### config.mk
export PLATFORM = sky130hd
export DESIGN_NAME = serial_uart_core_flat
export DESIGN_NICKNAME = d
export VERILOG_FILES = /design/src/rtl/serial_pkg.sv /design/src/rtl/serial_uart_core_if.sv /design/src/rtl/serial_tick_gen.sv /design/src/rtl/serial_uart_core.sv /design/src/flat_wrapper.sv
export SDC_FILE = /design/constraint.sdc
export NUM_CORES = 1
export LEC_CHECK = 0
export BUFFER_PORTS_ARGS = -buffer_cell sky130_fd_sc_hd__buf_2
export CELL_PAD_IN_SITES_DETAIL_PLACEMENT = 0
export CELL_PAD_IN_SITES_GLOBAL_PLACEMENT = 1
export CORE_UTILIZATION = 49
export CTS_BUF_LIST = sky130_fd_sc_hd__clkbuf_4 sky130_fd_sc_hd__clkbuf_8
export DETAILED_ROUTE_END_ITERATION = 10
export PLACE_DENSITY_LB_ADDON = 0.12
export SYNTH_ARGS = -nofsm -noshare
export SYNTH_HDL_FRONTEND = slang
export SYNTH_SLANG_ARGS = --single-unit
### constraint.sdc
create_clock -name Clock -period 2.1 [get_ports Clock]
set_input_delay 0.315 -clock Clock [delete_from_list [all_inputs] [get_ports Clock]]
set_output_delay 0.315 -clock Clock [all_outputs]
set_load 0.03 [all_outputs]
### src/rtl/serial_pkg.sv
// serial_pkg: shared constants, FSM state types and the divider helper for the
// serial UART core. Words are 16 bits and travel as two 8N1 frames, low byte first.
package serial_pkg;

  localparam int BIT_OS         = 16;
  localparam int BITS_PER_BYTE  = 8;
  localparam int BYTES_PER_WORD = 2;
  localparam int WORD_W         = BITS_PER_BYTE * BYTES_PER_WORD;

  // Clocks per oversample tick, truncated.
  function automatic int calc_os_div(input int clkFreq, input int baud, input int os);
    return clkFreq / (baud * os);
  endfunction

  localparam int OS_DIV = calc_os_div(50_000_000, 115_200, BIT_OS);

  typedef enum logic [1:0] {TX_IDLE, TX_START, TX_DATA, TX_STOP} tx_state_t;
  typedef enum logic [2:0] {RX_IDLE, RX_START, RX_DATA, RX_STOP, RX_GAP} rx_state_t;

endpackage

### src/rtl/serial_uart_core_if.sv
// serial_uart_core_if: word-level TX request and RX result signals plus the two
// serial lines.
//   master: the client side (drives Send/DataIn and the RX line).
//   slave : the UART core.
interface serial_uart_core_if;
  logic                         Send;
  logic [serial_pkg::WORD_W-1:0] DataIn;
  logic                         Receive;
  logic                         Transmit;
  logic                         TxBusy;
  logic                         RxValid;
  logic [serial_pkg::WORD_W-1:0] RxData;
  logic                         RxFrameErr;

  modport master (output Send, DataIn, Receive,
                  input  Transmit, TxBusy, RxValid, RxData, RxFrameErr);
  modport slave  (input  Send, DataIn, Receive,
                  output Transmit, TxBusy, RxValid, RxData, RxFrameErr);
endinterface

### src/rtl/serial_tick_gen.sv
// serial_tick_gen: free-running tick generator.
//   Clock, Reset_n : system clock, async active-low reset
//   OsTick         : one-cycle pulse every OS_DIV clocks
//   BitTick        : one-cycle pulse on every OVERSAMPLE-th OsTick
module serial_tick_gen #(
  parameter int OS_DIV     = 27,
  parameter int OVERSAMPLE = 16
) (
  input  logic Clock,
  input  logic Reset_n,
  output logic OsTick,
  output logic BitTick
);
  localparam int DW = (OS_DIV > 1) ? $clog2(OS_DIV) : 1;
  localparam int OW = (OVERSAMPLE > 1) ? $clog2(OVERSAMPLE) : 1;
  localparam logic [DW-1:0] DIV_LAST = DW'(OS_DIV - 1);
  localparam logic [OW-1:0] OS_LAST  = OW'(OVERSAMPLE - 1);

  logic [DW-1:0] divCnt;
  logic [OW-1:0] osCnt;

  assign OsTick  = (divCnt == DIV_LAST);
  assign BitTick = OsTick && (osCnt == OS_LAST);

  always_ff @(posedge Clock or negedge Reset_n) begin
    if (!Reset_n) begin
      divCnt <= '0;
      osCnt  <= '0;
    end else begin
      divCnt <= OsTick ? '0 : divCnt + 1'b1;
      if (OsTick) osCnt <= (osCnt == OS_LAST) ? '0 : osCnt + 1'b1;
    end
  end
endmodule

### src/rtl/serial_uart_core.sv
// serial_uart_core: 16-bit-word UART, two 8N1 frames per word, low byte first.
//   Clock, Reset_n : system clock, async active-low reset
//   bus.Send/DataIn: level-sampled transmit request; word latched on acceptance
//   bus.Transmit   : registered TX line, idle high; bus.TxBusy while a word is out
//   bus.Receive    : async RX line; bus.RxData/RxValid hold the last good word
//   bus.RxFrameErr : one-cycle pulse on bad stop bit or inter-byte timeout
module serial_uart_core
  import serial_pkg::*;
#(
  parameter int CLK_FREQ   = 50_000_000,
  parameter int BAUD       = 115_200,
  parameter int OVERSAMPLE = 16,
  parameter int RX_TIMEOUT = 20
) (
  input logic              Clock,
  input logic              Reset_n,
  serial_uart_core_if.slave bus
);
  localparam int DIV      = calc_os_div(CLK_FREQ, BAUD, OVERSAMPLE);
  localparam int BIT_CLKS = DIV * OVERSAMPLE;
  localparam int TW       = $clog2(BIT_CLKS);
  localparam int CW       = $clog2(OVERSAMPLE);
  localparam int GW       = $clog2(RX_TIMEOUT + 1);
  localparam logic [TW-1:0] TX_BIT_LAST = TW'(BIT_CLKS - 1);
  localparam logic [CW-1:0] OS_LAST     = CW'(OVERSAMPLE - 1);
  localparam logic [CW-1:0] HALF_LAST   = CW'(OVERSAMPLE / 2 - 1);
  localparam logic [GW-1:0] GAP_LAST    = GW'(RX_TIMEOUT - 1);
  localparam logic [2:0]    DBIT_LAST   = 3'(BITS_PER_BYTE - 1);

  logic osTick, bitTick;

  serial_tick_gen #(.OS_DIV(DIV), .OVERSAMPLE(OVERSAMPLE)) uTicks (
    .Clock   (Clock),
    .Reset_n (Reset_n),
    .OsTick  (osTick),
    .BitTick (bitTick)
  );

  // ---------------- transmitter ----------------
  // Bit timing uses a private clock counter rather than the free-running ticks,
  // so the start bit is a full bit time from the acceptance edge.
  tx_state_t         txState, txNext;
  logic [TW-1:0]     txCnt;
  logic [2:0]        txBit;
  logic              txHi;
  logic [WORD_W-1:0] txShift;
  logic              txLine;
  logic              bitDone;

  assign bitDone = (txCnt == TX_BIT_LAST);

  always_ff @(posedge Clock or negedge Reset_n) begin
    if (!Reset_n) txState <= TX_IDLE;
    else          txState <= txNext;
  end

  always_comb begin
    txNext = txState;
    case (txState)
      TX_IDLE:  if (bus.Send) txNext = TX_START;
      TX_START: if (bitDone) txNext = TX_DATA;
      TX_DATA:  if (bitDone && txBit == DBIT_LAST) txNext = TX_STOP;
      TX_STOP:  if (bitDone) txNext = txHi ? TX_IDLE : TX_START;
      default:  txNext = TX_IDLE;
    endcase
  end

  // txShift is consumed from bit 0; after the low byte the high byte sits in [7:0].
  always_ff @(posedge Clock or negedge Reset_n) begin
    if (!Reset_n) begin
      txCnt   <= '0;
      txBit   <= '0;
      txHi    <= 1'b0;
      txShift <= '0;
      txLine  <= 1'b1;
    end else begin
      txCnt <= (txState == TX_IDLE || bitDone) ? '0 : txCnt + 1'b1;
      case (txState)
        TX_IDLE: if (bus.Send) begin
          txShift <= bus.DataIn;
          txHi    <= 1'b0;
          txLine  <= 1'b0;
        end
        TX_START: if (bitDone) begin
          txLine  <= txShift[0];
          txShift <= txShift >> 1;
          txBit   <= '0;
        end
        TX_DATA: if (bitDone) begin
          txBit <= txBit + 1'b1;
          if (txBit == DBIT_LAST) txLine <= 1'b1;
          else begin
            txLine  <= txShift[0];
            txShift <= txShift >> 1;
          end
        end
        TX_STOP: if (bitDone) begin
          txHi   <= 1'b1;
          txLine <= txHi;  // idle after the high byte, else straight into the next start
        end
        default: ;
      endcase
    end
  end

  assign bus.Transmit = txLine;
  assign bus.TxBusy   = (txState != TX_IDLE);

  // ---------------- receiver ----------------
  rx_state_t                  rxState, rxNext;
  logic                       rxS1, rxS2, rxPrev;
  logic                       fall;
  logic [CW-1:0]              rxCnt;
  logic [2:0]                 rxBit;
  logic                       rxHi;
  logic [BITS_PER_BYTE-1:0]   rxShift, rxLo;
  logic [GW-1:0]              gapCnt;
  logic [WORD_W-1:0]          rxData;
  logic                       rxValid, rxErr;

  // Edge seen between consecutive oversample points.
  assign fall = rxPrev && !rxS2;

  always_ff @(posedge Clock or negedge Reset_n) begin
    if (!Reset_n) rxState <= RX_IDLE;
    else          rxState <= rxNext;
  end

  always_comb begin
    rxNext = rxState;
    if (osTick) begin
      case (rxState)
        RX_IDLE:  if (fall) rxNext = RX_START;
        RX_START: if (rxCnt == HALF_LAST) rxNext = rxS2 ? RX_IDLE : RX_DATA;
        RX_DATA:  if (rxCnt == OS_LAST && rxBit == DBIT_LAST) rxNext = RX_STOP;
        RX_STOP:  if (rxCnt == OS_LAST) rxNext = (!rxS2 || rxHi) ? RX_IDLE : RX_GAP;
        RX_GAP:   if (fall) rxNext = RX_START;
                  else if (bitTick && gapCnt == GAP_LAST) rxNext = RX_IDLE;
        default:  rxNext = RX_IDLE;
      endcase
    end
  end

  always_ff @(posedge Clock or negedge Reset_n) begin
    if (!Reset_n) begin
      rxS1    <= 1'b1;
      rxS2    <= 1'b1;
      rxPrev  <= 1'b1;
      rxCnt   <= '0;
      rxBit   <= '0;
      rxHi    <= 1'b0;
      rxShift <= '0;
      rxLo    <= '0;
      gapCnt  <= '0;
      rxData  <= '0;
      rxValid <= 1'b0;
      rxErr   <= 1'b0;
    end else begin
      rxS1  <= bus.Receive;
      rxS2  <= rxS1;
      rxErr <= 1'b0;
      if (osTick) begin
        rxPrev <= rxS2;
        case (rxState)
          RX_IDLE: begin
            rxCnt <= '0;
            rxHi  <= 1'b0;
          end
          RX_START: begin
            rxCnt <= rxCnt + 1'b1;
            if (rxNext == RX_DATA) begin
              rxCnt   <= '0;
              rxBit   <= '0;
              rxValid <= 1'b0;  // consumer sees a low period before each new word
            end
          end
          RX_DATA: begin
            rxCnt <= rxCnt + 1'b1;
            if (rxCnt == OS_LAST) begin
              rxShift <= {rxS2, rxShift[BITS_PER_BYTE-1:1]};
              rxBit   <= rxBit + 1'b1;
            end
          end
          RX_STOP: begin
            rxCnt <= rxCnt + 1'b1;
            if (rxCnt == OS_LAST) begin
              gapCnt <= '0;
              if (!rxS2) rxErr <= 1'b1;
              else if (!rxHi) begin
                rxLo <= rxShift;
                rxHi <= 1'b1;
              end else begin
                rxData  <= {rxShift, rxLo};
                rxValid <= 1'b1;
              end
            end
          end
          RX_GAP: begin
            if (rxNext == RX_IDLE) rxErr <= 1'b1;
            else if (bitTick) gapCnt <= gapCnt + 1'b1;
          end
          default: ;
        endcase
      end
    end
  end

  assign bus.RxData     = rxData;
  assign bus.RxValid    = rxValid;
  assign bus.RxFrameErr = rxErr;
endmodule

### src/flat_wrapper.sv
// flat-port wrapper written by rule: the top's interface ports become plain ports
module serial_uart_core_flat import serial_pkg::*;
#(
  parameter int CLK_FREQ   = 50_000_000,
  parameter int BAUD       = 115_200,
  parameter int OVERSAMPLE = 16,
  parameter int RX_TIMEOUT = 20
)
  (Clock, Reset_n, bus_Send, bus_DataIn, bus_Receive, bus_Transmit, bus_TxBusy, bus_RxValid, bus_RxData, bus_RxFrameErr);
  serial_uart_core_if bus_i ();
  input logic Clock;
  input logic Reset_n;
  input wire logic [$bits(bus_i.Send)-1:0] bus_Send;
  input wire logic [$bits(bus_i.DataIn)-1:0] bus_DataIn;
  input wire logic [$bits(bus_i.Receive)-1:0] bus_Receive;
  output wire logic [$bits(bus_i.Transmit)-1:0] bus_Transmit;
  output wire logic [$bits(bus_i.TxBusy)-1:0] bus_TxBusy;
  output wire logic [$bits(bus_i.RxValid)-1:0] bus_RxValid;
  output wire logic [$bits(bus_i.RxData)-1:0] bus_RxData;
  output wire logic [$bits(bus_i.RxFrameErr)-1:0] bus_RxFrameErr;
  assign bus_i.Send = bus_Send;
  assign bus_i.DataIn = bus_DataIn;
  assign bus_i.Receive = bus_Receive;
  assign bus_Transmit = bus_i.Transmit;
  assign bus_TxBusy = bus_i.TxBusy;
  assign bus_RxValid = bus_i.RxValid;
  assign bus_RxData = bus_i.RxData;
  assign bus_RxFrameErr = bus_i.RxFrameErr;
  serial_uart_core #(.CLK_FREQ(CLK_FREQ), .BAUD(BAUD), .OVERSAMPLE(OVERSAMPLE), .RX_TIMEOUT(RX_TIMEOUT)) u_core (.Clock(Clock), .Reset_n(Reset_n), .bus(bus_i));
endmodule
=== Yosys cells after proc, flatten, opt, wreduce, memory -nomap -nowiden ===
Index checks and enable logic that the tools add are counted.

* Reductions and logical operators: 34
* $add $sub $neg: 7
* Equality and inequality tests: 29
* Bitwise gates (word level): 1
* Mux-type cells: 57

{| class="wikitable"
|+ Operators with widths
! operator !! count
|-
| two-way mux 16 bit || 4
|-
| one-hot mux 16 bit (3 select lines) || 1
|-
| two-way mux 3 bit || 12
|-
| two-way mux 5 bit || 4
|-
| inequality test 2 x 1 -> 1 bit (second input constant) || 10
|-
| AND reduction 5 bit || 4
|-
| two-way mux 1 bit || 17
|-
| AND reduction 4 bit || 4
|-
| one-hot mux 3 bit (5 select lines) || 1
|-
| nonzero test 2 bit || 7
|-
| one-hot mux 3 bit (2 select lines) || 2
|-
| one-hot mux 4 bit (3 select lines) || 1
|-
| adder 5 x 1 -> 5 bit (second input constant) || 2
|-
| == test 5 bit (second input constant) || 2
|-
| two-way mux 2 bit || 5
|-
| one-hot mux 5 bit (2 select lines) || 1
|-
| adder 9 x 1 -> 9 bit (second input constant) || 1
|-
| == test 3 x 2 -> 1 bit (second input constant) || 3
|-
| == test 3 bit (second input constant) || 3
|-
| == test 9 bit (second input constant) || 1
|-
| two-way mux 9 bit || 1
|-
| AND reduction 3 bit || 3
|-
| adder 4 x 1 -> 4 bit (second input constant) || 2
|-
| == test 4 bit (second input constant) || 2
|-
| 20 further kinds || 35
|}

* Register bits: 94
* Bits of input ports: 20

=== Depth between registers and ports, before layout ===
* Depth after elaboration: 11
* Mapped depth: 9
* Depth with buffers taken out: 7

=== By module ===
From an unflattened synthesis, not the netlist that was laid out.

* Cells, all modules: 388
* Area total of the unflattened synthesis: 4421.7 um^2

{| class="wikitable"
|+ Modules (own cells, without submodules)
! module !! times used !! seq. area each (um^2) !! area an instance (um^2) !! cells an instance
|-
| serial_uart_core || 1 || 2132.0 || 3991.3 || 348
|-
| serial_tick_gen || 1 || 225.2 || 430.4 || 40
|}

=== Worst setup path after synthesis ===
Ideal clock, no wire load.

* Kind: reg2reg
* Start: register u_core.rxCnt[0]
* End: register u_core.rxData[10] (netlist: u_core.bus.RxData[10])
* Clock period less this slack: 1962 ps
* Path slack: 138 ps
* Data required time: 1975 ps
* Stages on the path, launching flop included: 9
* Arrival time: 1837 ps
* Library setup time: 125 ps
* Cells stage by stage: dfrtp_1 ha_1 and3_1 buf_6 nand4_4 or3_1 buf_6 buf_12 mux2_4

* Word-level cells in the longest chain between the ends: 2

{| class="wikitable"
|+ Ends and longest elaborated chain
! item !! RTL line !! RTL
|-
| start: declaration || serial_uart_core.sv:113 || <nowiki>logic [CW-1:0] rxCnt;</nowiki>
|-
| start signal: assignment || serial_uart_core.sv:170 || <nowiki>rxCnt <= rxCnt + 1'b1;</nowiki>
|-
| start signal: assignment || serial_uart_core.sv:178 || <nowiki>rxCnt <= rxCnt + 1'b1;</nowiki>
|-
| start signal: assignment || serial_uart_core.sv:185 || <nowiki>rxCnt <= rxCnt + 1'b1;</nowiki>
|-
| == test 4 bit || serial_uart_core.sv:186 || <nowiki>if (rxCnt == OS_LAST) begin</nowiki>
|-
| AND reduction 5 bit (no line) || -- ||
|-
| end signal: assignment || serial_uart_core.sv:193 || <nowiki>rxData <= {rxShift, rxLo};</nowiki>
|-
| end: declaration || serial_uart_core.sv:118 || <nowiki>logic [WORD_W-1:0] rxData;</nowiki>
|}

Every way passes these cells.
A chain may end at the register's enable or synchronous reset.

=== Final worst setup path ===
* Start: register u_core.rxState[1]
* End: register u_core.gapCnt[4]

* Word-level cells in the longest chain between the ends: 7
* Elaborated cells on any way between the ends: 20

{| class="wikitable"
|+ Ends and longest elaborated chain
! item !! RTL line !! RTL
|-
| start: declaration || serial_uart_core.sv:110 || <nowiki>rx_state_t rxState, rxNext;</nowiki>
|-
| start signal: assignment || serial_uart_core.sv:126 || <nowiki>else rxState <= rxNext;</nowiki>
|-
| two-way mux 3 bit || serial_uart_core.sv:138 || <nowiki>else if (bitTick && gapCnt == GAP_LAST) rxNext = RX_IDLE;</nowiki>
|-
| two-way mux 3 bit || serial_uart_core.sv:137 || <nowiki>RX_GAP: if (fall) rxNext = RX_START;</nowiki>
|-
| one-hot mux 3 bit (5 select lines) || serial_uart_core.sv:132 || <nowiki>case (rxState)</nowiki>
|-
| two-way mux 3 bit || serial_uart_core.sv:131 || <nowiki>if (osTick) begin</nowiki>
|-
| logical NOT 3 bit || serial_uart_core.sv:199 || <nowiki>if (rxNext == RX_IDLE) rxErr <= 1'b1;</nowiki>
|-
| inequality test 2 bit (no line) || -- ||
|-
| AND reduction 5 bit (no line) || -- ||
|-
| end signal: assignment || serial_uart_core.sv:200 || <nowiki>else if (bitTick) gapCnt <= gapCnt + 1'b1;</nowiki>
|-
| end: declaration || serial_uart_core.sv:117 || <nowiki>logic [GW-1:0] gapCnt;</nowiki>
|}

Several ways; a longest one is shown, not always the timed one.

==> impl_results.md <==
* Row count at 34
* Fin cells at 561
* Setup Crit Path Kind: reg2reg
* Worst Path Buf+Inv at 0
* Detailed Route WL at 7960 microns
* Commonest non-fill, non-tap cell in the layout: dfrtp_1
* Clock tree buffer depth at 2
* Critical Path RT at 2350 ps
* CP startpoint: u_core.rxState[1]
* Clk sinks at 94
* CTS tree: built
* Mapped Cells at 399
* Detailed Place HPWL at 5620 microns
* Final hold violations at 0
* CP Capture Type: register
* Initial DRC Count at 141
* Critical path peak fanout at 10
* Hold path startpoint: bus_Receive
* Hold slack at 52.1 ps
* Placed cell count at 544
* CP arrival at 2220 ps
* Final Cycle Share at 93.6%
* Vias at 3044
* Ys flop type: dfrtp_1
* Diodes inserted at 0
* Post-synth EDFFs at 0
* Slew @ Worst Pin at 434 ps
* Clk slew on worst S/H paths at 90 ps
* Die ar. at 9570 sq um
* Num CTS Buffers at 9
* Share of layout cells above drive strength 1 at 26.7%
* Postcts setup bufs at 0
* Hold Path Class: in2reg
* Ys Warns at 0
* Fillers at 738
* Post-synth ARST share at 100%
* Syn nets at 434
* Clock period minus final worst setup slack at 1970 ps
* Area Growth Syn to Fin at 13.8%
* Final setup violation count at 0
* CP max-delay cell: dfrtp_1
* Worst Setup EP: u_core.gapCnt[4]
* Yosys reg bits at 94
* Critical path's top delay family: compound AO/OA/AOI/OAI gates
* Slew headroom at 70.9%
* Vias in the first global route at 3014
* Setup TNS at 0 ps
* Total GRT Usage at 19.0%
* Design area at 5120 sq um
* Drt pass-1 iters at 7
* Pwr per Cell Area at 585 nW/um^2
* Synth unique cells at 55
* Initial Utilization at 51.1%
* Slowest stage delay, CP at 510 ps
* Syn avg cell area at 11.3 sq um
* Critical R2R Launch: u_core.rxState[1]
* Post-synthesis cell area at 4500 sq um
* Layout Nets at 483
* Die Ht at 97.8 microns
* # H-tree levels at 3
* LEAKAGE at 2.54 nW
* Core Area at 8810 sq um
* Placed cell area at 4870 sq um
* Failing checks: DRC
* Worst VDD drop at 0.321 mV
* Worst R2R Setup Slack at 130 ps
* Wire length per cell at 14.2 microns
* Clk_lat worst skew at 360 ps
* Crit path launch type: register
* First-pass GRT wire length at 14600 microns
* Post-route antenna net violation count at 0
* R2R Path End: u_core.gapCnt[4]
* Placer Congestion at 0.763
* Slew Viols, Final at 0
* Register area share after synthesis at 52.4%
* GRT Residual Overflow at 0
* CP cell instances: or3b_4 > a211oi_2 > o21bai_4 > o2111ai_1 > a31o_1
* Clock root buffer: clkbuf_8
* Vias/cell at 5.43
* Initial antenna violation count at 0
* Max Cap Viol at 0
* Drc violations at 2
* RSZ-0062 raised after global routing: no
* Largest net degree at the start of global routing at 53
* Die Span X at 97.8 microns
* Outcome: finished, violations left
* Levels on crit path at 5
* Fmax at 509 MHz
* Port-buffer cells at 39
* Commonest non-fill, non-tap cells in the layout: dfrtp_1, nand2_1, buf_2
* Setup Skew at 8.66 ps
* Worst-case reg-to-reg path depth at 5
* # IOs at 40
-- power breakdown --
part           internal, mW  switching, mW  total [mW]
combinational        0.0222         0.0425      0.0647
clock                 0.447          0.663        1.11
sequential             1.81        0.00351        1.82
total                  2.28          0.709        2.99
-- metrics by stage --
step                      power, mW  setup WS [ps]  util (%)
final                          2.99            134      58.1
after global routing           3.13           10.6      58.1
after CTS                      3.06           71.9      57.5
after detailed placement       1.92           94.9      55.3
after global placement         1.92            125      55.3
after floorplan                1.86            138         -
-- registers in the layout (all words and copies together) (netlist names), 2 cells and up --
| signal | flops |
|---|---|
| u_core.rxShift | 8 |
| u_core.uTicks.divCnt | 5 |
| u_core.uTicks.osCnt | 4 |
| u_core.txBit | 3 |
| u_core.txState | 2 |
| u_core.rxLo | 8 |
| u_core.bus.RxData | 16 |
| u_core.txCnt | 9 |
| u_core.rxCnt | 4 |
| u_core.rxBit | 3 |
| u_core.gapCnt | 5 |
| u_core.txShift | 16 |
| u_core.rxState | 3 |
-- per-layer routing --
layer | up-vias | share of wire, % | global-route usage, % | wire length (microns)
met2 | 51 | 47 | 30.0 | 3730
met1 | 1481 | 49 | 26.2 | 3880
met4 | 0 | 0.82 | 5.13 | 65
li1 | 1506 | - | - | -
met5 | - | 0 | 0 | 0
met3 | 6 | 3.5 | 4.80 | 281
-- cells in the mapped netlist, types with 2 or more instances --
master    count  area [sq um]
nand2_1      43           161
mux2_2       22           248
nand4_1       5          31.3
a21oi_1       9          45.0
mux2_4       10           150
nor3b_1       3          22.5
a21o_1        3          22.5
ha_1         15           188
a32oi_1       2          17.5
xnor2_1       4          35.0
nand2b_1      8          50.1
dfstp_2       4           105
inv_1        12          45.0
clkbuf_1     12          45.0
nand3b_1      2          15.0
nor4bb_1      2          20.0
nor2b_1       5          31.3
a32o_1        2          20.0
a31oi_1       2          12.5
and2_1        2          12.5
and3_1        4          25.0
and4b_1       2          20.0
dfrtp_1      90          2250
a31o_1        2          17.5
o21ai_1       2          10.0
buf_2         3          15.0
o21ai_0      35           175
nor2_1       23          86.3
nor3_1        5          25.0
buf_6         3          33.8
nand3_1      10          50.1
o31ai_1       4          30.0
and4_1        2          17.5
xor2_1        5          43.8
a22o_1        4          35.0
mux2i_1      19           190
-- cell families (layout without fill, tap and decap cells) --
logic type | count (synthesis) | after routing | share of synthesized area, %
adders and majority gates | 15 | 15 | 4.17
buffers and inverters | 32 | 86 | 3.67
muxes | 51 | 51 | 13.1
DFF | 94 | 94 | 52.4
AOI/OAI and AO/OA | 75 | 75 | 10.7
and+or+nand+nor | 123 | 123 | 14.2
xor gates and xnor gates | 9 | 9 | 1.75
-- worst min path at each step --
stage / end / slack (ps) / depth (start not counted)
final: u_core.rxS1 / 50 / 1
after global routing: u_core.rxS1 / 20 / 1
after CTS: u_core.rxS1 / 30 / 1
after detailed placement: u_core.txCnt[7] / 260 / 1
after global placement: u_core.txCnt[6] / 250 / 1
after floorplan: u_core.bus.RxData[0] / 20 / 0
-- repair_timing --
action,in CTS,in global routing
hold endpoints to repair,22,0
hold buffers,1,0
resized for setup,0,10
setup endpoints to repair,0,6
-- layout make-up --
class                           instances  area [sq um]  area share (%)
Clock inverter                          7          60.1            1.17
Multi-Input combinational cell        273          2030            39.7
Sequential cell                        94          2360            46.1
Timing Repair Buffer                   57           360            7.04
Tap cell                              108           135            2.64
Inverter                               13          51.3            1.00
Clock buffer                            9           124            2.42
No activity file was read; power rests on OpenSTA's default activity.
